--- config.mk ---
export PLATFORM = sky130hd
export DESIGN_NAME = crc_link_sequencer
export DESIGN_NICKNAME = d
export VERILOG_FILES = /design/src/rtl/crc_link_pkg.sv /design/src/rtl/crc_link_bit_counter.sv /design/src/rtl/crc_link_sequencer.sv
export SDC_FILE = /design/constraint.sdc
export NUM_CORES = 1
export LEC_CHECK = 0
export ABC_AREA = 1
export CAP_MARGIN = 20
export CORE_MARGIN = 1.5
export CORE_UTILIZATION = 53
export CTS_CLUSTER_DIAMETER = 60
export DETAILED_ROUTE_END_ITERATION = 12
export PLACE_DENSITY = 0.83
export SLEW_MARGIN = 40
export SYNTH_ARGS = -nofsm -noshare
export SYNTH_HDL_FRONTEND = slang
export SYNTH_HIERARCHICAL = 1
export SYNTH_SLANG_ARGS = --single-unit
export TNS_END_PERCENT = 100
--- constraint.sdc ---
create_clock -name CLK -period 2.5 [get_ports CLK]
set_input_delay 0.5 -clock CLK [delete_from_list [all_inputs] [get_ports CLK]]
set_output_delay 0.5 -clock CLK [all_outputs]
set_load 0.1 [all_outputs]
--- src/rtl/crc_link_pkg.sv ---
// ---------------------------------------------------------------------------
// crc_link_pkg
// Shared definitions for the serial CRC-3 link:
//   - state_t     : frame sequencer states
//   - CRC3_POLY   : generator polynomial x^3 + x + 1
//   - RETRY_W     : width of the retransmission counter
//   - crc3_step() : one serial update of a CRC-3 register (used by the
//                   generator/checker blocks that sit beside the sequencer)
// ---------------------------------------------------------------------------
package crc_link_pkg;

  typedef enum logic [2:0] {
    ST_IDLE      = 3'd0,
    ST_LOAD      = 3'd1,
    ST_SEND_DATA = 3'd2,
    ST_SEND_CRC  = 3'd3,
    ST_CHECK     = 3'd4,
    ST_DONE      = 3'd5,
    ST_FAIL      = 3'd6
  } state_t;

  localparam logic [3:0] CRC3_POLY = 4'b1011;
  localparam int         RETRY_W   = 32'sd2;

  // Serial CRC-3 update: the feedback bit is the register MSB xor the
  // incoming bit; when set, the low polynomial taps are folded back in.
  function automatic logic [2:0] crc3_step(input logic [2:0] crc, input logic din);
    logic       fb;
    logic [2:0] shifted;
    fb      = crc[2] ^ din;
    shifted = {crc[1:0], 1'b0};
    crc3_step = fb ? (shifted ^ CRC3_POLY[2:0]) : shifted;
  endfunction

endpackage

--- src/rtl/crc_link_bit_counter.sv ---
// ---------------------------------------------------------------------------
// crc_link_bit_counter
// Loadable up-counter holding the bit index within a frame.
// Ports:
//   i_clk       : clock
//   i_rst       : synchronous active-high reset
//   i_clr       : synchronous clear (below reset in priority)
//   i_load      : load i_load_val
//   i_load_val  : value to load
//   i_inc       : increment by one
//   o_cnt       : registered count
//   o_tc_data   : count equals DATA_BITS-1 (last data bit)
//   o_tc_frame  : count equals DATA_BITS+CRC_BITS-1 (last CRC bit)
// ---------------------------------------------------------------------------
module crc_link_bit_counter
  import crc_link_pkg::*;
#(
  parameter int DATA_BITS = 32'sd8,
  parameter int CRC_BITS  = 32'sd3,
  parameter int CNT_W     = 32'sd4
) (
  input  logic             i_clk,
  input  logic             i_rst,
  input  logic             i_clr,
  input  logic             i_load,
  input  logic [CNT_W-1:0] i_load_val,
  input  logic             i_inc,
  output logic [CNT_W-1:0] o_cnt,
  output logic             o_tc_data,
  output logic             o_tc_frame
);

  localparam logic [CNT_W-1:0] TC_DATA  = CNT_W'(DATA_BITS - 32'sd1);
  localparam logic [CNT_W-1:0] TC_FRAME = CNT_W'(DATA_BITS + CRC_BITS - 32'sd1);
  localparam logic [CNT_W-1:0] ONE      = CNT_W'(32'sd1);

  logic [CNT_W-1:0] r_cnt;

  // Bit index register: reset/clear to zero, load, or count up.
  always_ff @(posedge i_clk) begin
    if (i_rst) begin
      r_cnt <= {CNT_W{1'b0}};
    end else if (i_clr) begin
      r_cnt <= {CNT_W{1'b0}};
    end else if (i_load) begin
      r_cnt <= i_load_val;
    end else if (i_inc) begin
      r_cnt <= r_cnt + ONE;
    end else begin
      r_cnt <= r_cnt;
    end
  end

  assign o_cnt      = r_cnt;
  assign o_tc_data  = (r_cnt == TC_DATA);
  assign o_tc_frame = (r_cnt == TC_FRAME);

endmodule

--- src/rtl/crc_link_sequencer.sv ---
// ---------------------------------------------------------------------------
// crc_link_sequencer
// Frame-level controller for the serial CRC-3 link. For each frame it loads
// the data shift register, shifts DATA_BITS data bits and CRC_BITS CRC bits
// onto the line, samples the checker error flag and retransmits up to
// MAX_RETRY times before declaring a sticky failure.
// Ports:
//   CLK        : clock, rising edge
//   CLR        : synchronous active-high reset (highest priority)
//   Start      : frame request, honoured in IDLE or FAIL
//   Abort      : abort frame in progress
//   Error      : CRC checker error flag, sampled in CHECK
//   Load       : parallel-load strobe to data shift register
//   Gen_Clr    : clear CRC generator
//   Chk_Clr    : clear CRC checker
//   Shift_En   : shift enable for shift register / generator / checker
//   Select     : 0 = data bit to line, 1 = CRC bits to line
//   Bit_Cnt    : bit index within the frame (0 outside the shift phases)
//   Retry_Cnt  : retransmissions performed for the current request
//   Busy       : frame sequence in progress
//   Done       : one-cycle pulse on error-free completion
//   Fail       : retry budget exhausted (sticky)
// All outputs are registered decodes of the next state.
// ---------------------------------------------------------------------------
module crc_link_sequencer
  import crc_link_pkg::*;
#(
  parameter int DATA_BITS = 32'sd8,
  parameter int CRC_BITS  = 32'sd3,
  parameter int MAX_RETRY = 32'sd2,
  parameter int CNT_W     = 32'sd4
) (
  input  logic               CLK,
  input  logic               CLR,
  input  logic               Start,
  input  logic               Abort,
  input  logic               Error,
  output logic               Load,
  output logic               Gen_Clr,
  output logic               Chk_Clr,
  output logic               Shift_En,
  output logic               Select,
  output logic [CNT_W-1:0]   Bit_Cnt,
  output logic [RETRY_W-1:0] Retry_Cnt,
  output logic               Busy,
  output logic               Done,
  output logic               Fail
);

  localparam logic [RETRY_W-1:0] RETRY_MAX = RETRY_W'(MAX_RETRY);
  localparam logic [RETRY_W-1:0] RETRY_ONE = RETRY_W'(32'sd1);

  state_t               r_state;
  state_t               w_next;
  logic [RETRY_W-1:0]   r_retry;
  logic                 w_tc_data;
  logic                 w_tc_frame;
  logic                 w_cnt_clr;
  logic                 w_cnt_load;
  logic                 w_cnt_inc;
  logic                 w_cur_send;
  logic                 w_next_send;

  // Next-state decision; Abort only matters while a frame is in flight.
  always_comb begin
    w_next = r_state;
    case (r_state)
      ST_IDLE: begin
        if (Start) w_next = ST_LOAD;
        else       w_next = ST_IDLE;
      end
      ST_LOAD: begin
        if (Abort) w_next = ST_IDLE;
        else       w_next = ST_SEND_DATA;
      end
      ST_SEND_DATA: begin
        if (Abort)          w_next = ST_IDLE;
        else if (w_tc_data) w_next = ST_SEND_CRC;
        else                w_next = ST_SEND_DATA;
      end
      ST_SEND_CRC: begin
        if (Abort)           w_next = ST_IDLE;
        else if (w_tc_frame) w_next = ST_CHECK;
        else                 w_next = ST_SEND_CRC;
      end
      ST_CHECK: begin
        if (Abort)                  w_next = ST_IDLE;
        else if (!Error)            w_next = ST_DONE;
        else if (r_retry < RETRY_MAX) w_next = ST_LOAD;
        else                        w_next = ST_FAIL;
      end
      ST_DONE: begin
        w_next = ST_IDLE;
      end
      ST_FAIL: begin
        if (Start) w_next = ST_LOAD;
        else       w_next = ST_FAIL;
      end
      default: begin
        w_next = ST_IDLE;
      end
    endcase
  end

  // Bit counter control: count only while staying in the shift phases, so
  // Bit_Cnt reads zero everywhere else (including after an abort).
  always_comb begin
    w_cur_send  = (r_state == ST_SEND_DATA) || (r_state == ST_SEND_CRC);
    w_next_send = (w_next == ST_SEND_DATA) || (w_next == ST_SEND_CRC);
    w_cnt_load  = (r_state == ST_LOAD) && (w_next == ST_SEND_DATA);
    w_cnt_inc   = w_cur_send && w_next_send;
    w_cnt_clr   = !w_next_send;
  end

  crc_link_bit_counter #(
    .DATA_BITS (DATA_BITS),
    .CRC_BITS  (CRC_BITS),
    .CNT_W     (CNT_W)
  ) u_bit_counter (
    .i_clk      (CLK),
    .i_rst      (CLR),
    .i_clr      (w_cnt_clr),
    .i_load     (w_cnt_load),
    .i_load_val ({CNT_W{1'b0}}),
    .i_inc      (w_cnt_inc),
    .o_cnt      (Bit_Cnt),
    .o_tc_data  (w_tc_data),
    .o_tc_frame (w_tc_frame)
  );

  // State, retry count and Moore outputs registered together from w_next.
  always_ff @(posedge CLK) begin
    if (CLR) begin
      r_state  <= ST_IDLE;
      r_retry  <= {RETRY_W{1'b0}};
      Load     <= 1'b0;
      Gen_Clr  <= 1'b0;
      Chk_Clr  <= 1'b0;
      Shift_En <= 1'b0;
      Select   <= 1'b0;
      Busy     <= 1'b0;
      Done     <= 1'b0;
      Fail     <= 1'b0;
    end else begin
      r_state <= w_next;
      // A fresh request restarts the budget; a retry from CHECK spends one.
      if (((r_state == ST_IDLE) || (r_state == ST_FAIL)) && (w_next == ST_LOAD)) begin
        r_retry <= {RETRY_W{1'b0}};
      end else if ((r_state == ST_CHECK) && (w_next == ST_LOAD)) begin
        r_retry <= r_retry + RETRY_ONE;
      end else begin
        r_retry <= r_retry;
      end
      Load     <= (w_next == ST_LOAD);
      Gen_Clr  <= (w_next == ST_LOAD);
      Chk_Clr  <= (w_next == ST_LOAD);
      Shift_En <= (w_next == ST_SEND_DATA) || (w_next == ST_SEND_CRC);
      Select   <= (w_next == ST_SEND_CRC);
      Busy     <= (w_next == ST_LOAD) || (w_next == ST_SEND_DATA) ||
                  (w_next == ST_SEND_CRC) || (w_next == ST_CHECK);
      Done     <= (w_next == ST_DONE);
      Fail     <= (w_next == ST_FAIL);
    end
  end

  assign Retry_Cnt = r_retry;

endmodule

-- Yosys cells after proc, flatten, opt, wreduce, memory -nomap -nowiden
Index checks and enable logic that the tools add are counted.
- input port bits: 5
- word-level logic and storage cells: 50
- register bits after elaboration: 15
- output and inout port bits: 14
- muxes and demuxes: 11
- $lt $le $gt $ge: 1
- add/subtract/negate cells: 2
- reductions and logical operators: 13
- equality and inequality tests: 13
- bitwise operators: 1
- operator list (kind ; number):
    two-way mux 3 bit ; 6
    case mux 3 bit (6 select lines) ; 1
    equality test 3 bit, second input constant ; 5
    equality test 3 x 2 -> 1 bit, second input constant ; 4
    equality test 3 x 1 -> 1 bit, second input constant ; 2
    logical OR 1 bit ; 6
    adder 4 x 1 -> 4 bit, second input constant ; 1
    equality test 4 x 3 -> 1 bit, second input constant ; 1
    equality test 4 bit, second input constant ; 1
    logical AND 1 bit ; 4
    two-way mux 2 bit ; 2
    logical NOT 3 bit ; 1
    OR reduction 3 bit ; 1
    adder 2 x 1 -> 2 bit, second input constant ; 1
    less-than comparator 2 bit, second input constant ; 1
    two-way mux 1 bit ; 2
    OR reduction 2 bit ; 1
    inverter 1 bit ; 1

-- Depth between registers and ports, before layout
- word-level depth: 9
- depth in mapped cells: 13

-- Cells and area by module
The synthesis kept the hierarchy.
- by module, submodules not included (module ; times used ; area an instance (µm²) ; seq. area each (µm²) ; cells an instance):
    crc_link_sequencer ; 1 ; 626.9 ; 220.2 ; 86
    crc_link_bit_counter ; 1 ; 274.0 ; 80.1 ; 40

-- Worst setup path before layout
OpenSTA, ideal clock, no wires.
- path type: register -> register
- start: register u_bit_counter.r_cnt[0] (netlist: u_bit_counter/o_cnt[0])
- end: register u_bit_counter.r_cnt[0] (netlist: u_bit_counter/o_cnt[0])
- cell stages (with the launch flop): 12
- data required time: 2.421 ns
- arrival: 2.382 ns
- path slack: 0.039 ns
- period minus slack after synthesis: 2.461 ns
- path through: dfxtp_1 > inv_1 > ha_1 > nand2_1 > nor2_1 > nand3_1 > nand2_1 > nor2_4 > o21ai_1 > nor2_2 > o21ai_0 > nor3_1
- longest elaborated chain between the ends: 8
- elaborated cells between the ends (all ways): 15
- those cells by class: 1 x add/sub; 4 x eq/ne; 5 x mux; 1 x bitwise; 4 x reduce/logical
- RTL lines (item ; RTL line ; RTL):
    start: declaration ; crc_link_bit_counter.sv:37 ; logic [CNT_W-1:0] r_cnt;
    start signal: assignment ; crc_link_bit_counter.sv:42 ; r_cnt <= {CNT_W{1'b0}};
    start signal: assignment ; crc_link_bit_counter.sv:44 ; r_cnt <= {CNT_W{1'b0}};
    start signal: assignment ; crc_link_bit_counter.sv:46 ; r_cnt <= i_load_val;
    equality test 4 bit (*) ; crc_link_bit_counter.sv:56 ; assign o_tc_frame = (r_cnt == TC_FRAME);
    named net w_tc_frame ; crc_link_sequencer.sv:57 ; logic w_tc_frame;
    two-way mux 3 bit (*) ; crc_link_sequencer.sv:83 ; else if (w_tc_frame) w_next = ST_CHECK;
    two-way mux 3 bit (*) ; crc_link_sequencer.sv:82 ; if (Abort) w_next = ST_IDLE;
    case mux 3 bit (6 select lines) (*) ; crc_link_sequencer.sv:67 ; case (r_state)
    equality test 3 x 2 -> 1 bit, on equally long branches ; crc_link_sequencer.sv:109, crc_link_sequencer.sv:110 ;
    logical OR 1 bit ; crc_link_sequencer.sv:109 ; w_next_send = (w_next == ST_SEND_DATA) || (w_next == ST_SEND_CRC);
    inverter 1 bit (no line) ; n/a ;
    OR reduction 3 bit (no line) ; n/a ;
Mark *: on every way through the listed nets, which the timed path passes. The rest lies on a longest branch.
A chain may end at the register's enable or synchronous reset.

-- Worst setup path in the final report
Ends and elaborated chain as after synthesis.

==> metrics.cfg <==
[run_status]
outcome = complete, no violations

[sta]
final_worst_path_cycle_share_pct = 80.3
report.final.slew_viol_count = 0
timing.final.crit_period_ns = 2.01
grt_setup_unrepaired = no
report.final.setup_viol = 0
final_critical_path_setup_slack_ns = 0.493
timing_hold_violations_final = 0
finClkSkew_ns = 0.0100
achievable-frequency_mhz = 498
finalSetupTns_ns = 0

[clock_network]
cts-resized-gates = 0
cts_inserted_buffers = 3
cts_hold_buffers = 0
clkTransAtPathRegs_ns = 0.09
postCtsSetupRepairBufs = 0
cts_tree = yes
clock_tree.buffer_depth = 2
clock_network_latency_to_the_later_pin_of_the_worst_skew_pair_ns = 0.28
cts-root-buf = sky130_fd_sc_hd__clkbuf_4
cts_max_level = 1
clock-sinks = 15

[global_routing]
met1_usage_pct = 27.5
grt_most_used_layer = met2
global_route_track_usage_on_met3_pct = 8.16
globalRoute.totalOverflow = 0
global_route.usage.total_pct = 24.8
grt_pass1_vias = 840
grt_start_max_net_pins = 10
grt_pass1_wl_um = 3530
use_met2_pct = 42.9
antenna_found_initial = 0

[floorplanning]
starting_density_of_the_core_pct = 58.4
die_height_um = 44.2
floorplan.io_pins = 19
fp.dieArea_um2 = 1960
fp.coreArea_um2 = 1540
fp-row-count = 14
die_w_um = 44.2

[worst_hold_path]
hold_path.class = flop to flop

[detailed_routing]
routed_wire_length_per_instance_um = 12.4
detail_route.first_pass.iterations = 4
route.detailed.drc = 0
postRouteAntennaNets = 0
route.vias.total = 840
initialDrtViolationCount = 19
drt_wirelength_um = 2040
via_per_inst = 5.12

[pwr]
pwr_density_nw_per_um2 = 456
power_uw = 494
power.leakage_uw = 0.000508
power.ir.vdd_worst_mv = 0.339

[cells_and_area]
final_layout_size_suffix_gt1_share_pct = 24.3
insertedDiodeCount = 0
finish.cell_count_without_fillers = 164
synthToLayoutAreaGrowth_pct = 20.1
final_nets = 156
nFillCells = 130
post-route-cell-area_um2 = 1080

[yosys]
synth.mux.area_fraction_pct = 0
synthesis.area_um2 = 901
synth_top_family_by_area = simple AND/OR/NAND/NOR gates
number_of_enable_flip_flop_cells_after_synthesis = 0
synth.lib_cells_used.distinct = 30
postSynth.asyncResetShare_pct = 0
synth_seq_cells = 15
total_of_warnings_raised_by_yosys = 6
synth.yosys.seq_area_share_pct = 33.3
dominantRegCellSynth = sky130_fd_sc_hd__dfxtp_1
synth-xor-area-share_pct = 0.972
synth-compound-area-share_pct = 7.78
synth_cells = 126
yosys.area_share.simple_pct = 42.2
synth_adder_area_share_pct = 2.78
syn_avg_cell_area_um2 = 7.15

[worst_setup_path]
critPathMaxFanout = 6
timing.critical_path.to_type = flop
crit_arrival_ns = 2.17
crit_type = flop to flop
cp_data_required_time_ns = 2.67
timing.critical_path.from_type = flop

[placement]
pre_cts_slack_ns = 0.238
postPlaceCellArea_um2 = 1050
dp_hpwl_um = 1530
numPlacedInstances = 160
place_congestion = 0.828
count_of_input_and_output_buffers = 18

[flow_run]
timing.max_cap.violations = 0

## worst max-delay path: stages (launching register included)
cell and delay, ns:
sky130_fd_sc_hd__dfxtp_1 0.39, sky130_fd_sc_hd__inv_1 0.10, sky130_fd_sc_hd__ha_1 0.15, sky130_fd_sc_hd__nand2_1 0.05, sky130_fd_sc_hd__nor2_1 0.20, sky130_fd_sc_hd__inv_1 0.07
sky130_fd_sc_hd__o211ai_1 0.34, sky130_fd_sc_hd__nand2_4 0.12, sky130_fd_sc_hd__o21ai_1 0.22, sky130_fd_sc_hd__nor2_2 0.09, sky130_fd_sc_hd__o21ai_0 0.10, sky130_fd_sc_hd__nor3_1 0.08
## final cells by class
cell class,instances,area [um^2],share of cell area [%]
Clock buffer,3,22.5,2.08
Timing Repair Buffer,19,153,14.1
Tap cell,16,20.0,1.85
Multi-Input combinational cell,88,499,46.1
Sequential cell,15,300,27.7
Inverter,22,82.6,7.63
Clock inverter,1,5.00,0.462
## cell usage after synthesis, types with 2 or more instances
library cell	number	area (um^2)
sky130_fd_sc_hd__a21oi_1	3	15.0
sky130_fd_sc_hd__buf_4	2	15.0
sky130_fd_sc_hd__dfxtp_1	15	300
sky130_fd_sc_hd__ha_1	2	25.0
sky130_fd_sc_hd__inv_1	21	78.8
sky130_fd_sc_hd__nand2_1	19	71.3
sky130_fd_sc_hd__nand3_1	8	40.0
sky130_fd_sc_hd__nand3_2	2	20.0
sky130_fd_sc_hd__nand4_1	3	18.8
sky130_fd_sc_hd__nor2_1	18	67.6
sky130_fd_sc_hd__nor2_2	6	37.5
sky130_fd_sc_hd__nor2_4	2	22.5
sky130_fd_sc_hd__nor3_1	5	25.0
sky130_fd_sc_hd__o21ai_0	3	15.0
sky130_fd_sc_hd__o21ai_1	2	10.0
## per-stage QoR
stage,util (%),hold slack [ns]
after floorplan,-,0.653
after global placement,68.4,0.491
after detailed placement,68.4,0.506
after CTS,70.2,0.519
after global routing,70.2,0.558
final,70.2,0.518
## layout by cell type (no fill, tap or decap)
cell type                          n
sky130_fd_sc_hd__inv_1            21
sky130_fd_sc_hd__a21boi_1          1
sky130_fd_sc_hd__a21oi_1           3
sky130_fd_sc_hd__nand4_1           3
sky130_fd_sc_hd__clkbuf_4          3
sky130_fd_sc_hd__a21oi_2           1
sky130_fd_sc_hd__nand2_4           1
sky130_fd_sc_hd__clkinv_2          1
sky130_fd_sc_hd__nand4_2           1
sky130_fd_sc_hd__buf_4            15
sky130_fd_sc_hd__inv_2             1
sky130_fd_sc_hd__o21ai_0           3
sky130_fd_sc_hd__ha_1              2
sky130_fd_sc_hd__a31oi_1           1
sky130_fd_sc_hd__nand2_2           1
sky130_fd_sc_hd__nor2_8            1
sky130_fd_sc_hd__conb_1            4
sky130_fd_sc_hd__nand2_1          19
sky130_fd_sc_hd__dfxtp_1          15
sky130_fd_sc_hd__o21ai_1           2
sky130_fd_sc_hd__o211ai_1          1
sky130_fd_sc_hd__nor2_4            2
sky130_fd_sc_hd__and3_1            1
sky130_fd_sc_hd__nand3_2           2
sky130_fd_sc_hd__xor2_1            1
sky130_fd_sc_hd__nand3_1           8
sky130_fd_sc_hd__nor2_1           18
sky130_fd_sc_hd__nor3_1            5
sky130_fd_sc_hd__nor2_2            6
sky130_fd_sc_hd__clkdlybuf4s50_1   4
sky130_fd_sc_hd__nor4_4            1
## final timing paths
kind,from,endpoint,slack [ns],cells past startpoint
worst max-delay path,u_bit_counter/o_cnt[0],u_bit_counter/o_cnt[0],0.49,11
worst min-delay path,Retry_Cnt[1],Retry_Cnt[1],0.52,2
worst max register to register,u_bit_counter/o_cnt[0],u_bit_counter/o_cnt[0],0.49,11
worst min register to register,Retry_Cnt[1],Retry_Cnt[1],0.52,2
## where the power goes
part | internal, uW | switching, uW
clock network | 59.4 | 77.2
registers | 244 | 4.32
logic | 28.2 | 80.7
## metal layers
layer | up-vias | part of all wire [%]
met2 | 30 | 51
met4 | 0 | 1.8
met3 | 4 | 6.3
met1 | 372 | 41
li1 | 434 | -
met5 | - | 0
## state kept, by name, indices dropped and copies added, names as in the netlist
| name | cells |
|---|---|
| Select | 1 |
| u_bit_counter/o_cnt | 4 |
| Busy | 1 |
| Chk_Clr | 1 |
| r_state | 3 |
| Retry_Cnt | 2 |
| Fail | 1 |
| Done | 1 |
| Shift_En | 1 |
## cells by family after synthesis
family                     Yosys count
AOI/OAI and AO/OA                   12
adders and majority gates            2
other                                1
DFF                                 15
buffers and inverters               26
xor gates and xnor gates             1
and+or+nand+nor                     69
(Power assumes the default switching activity.)
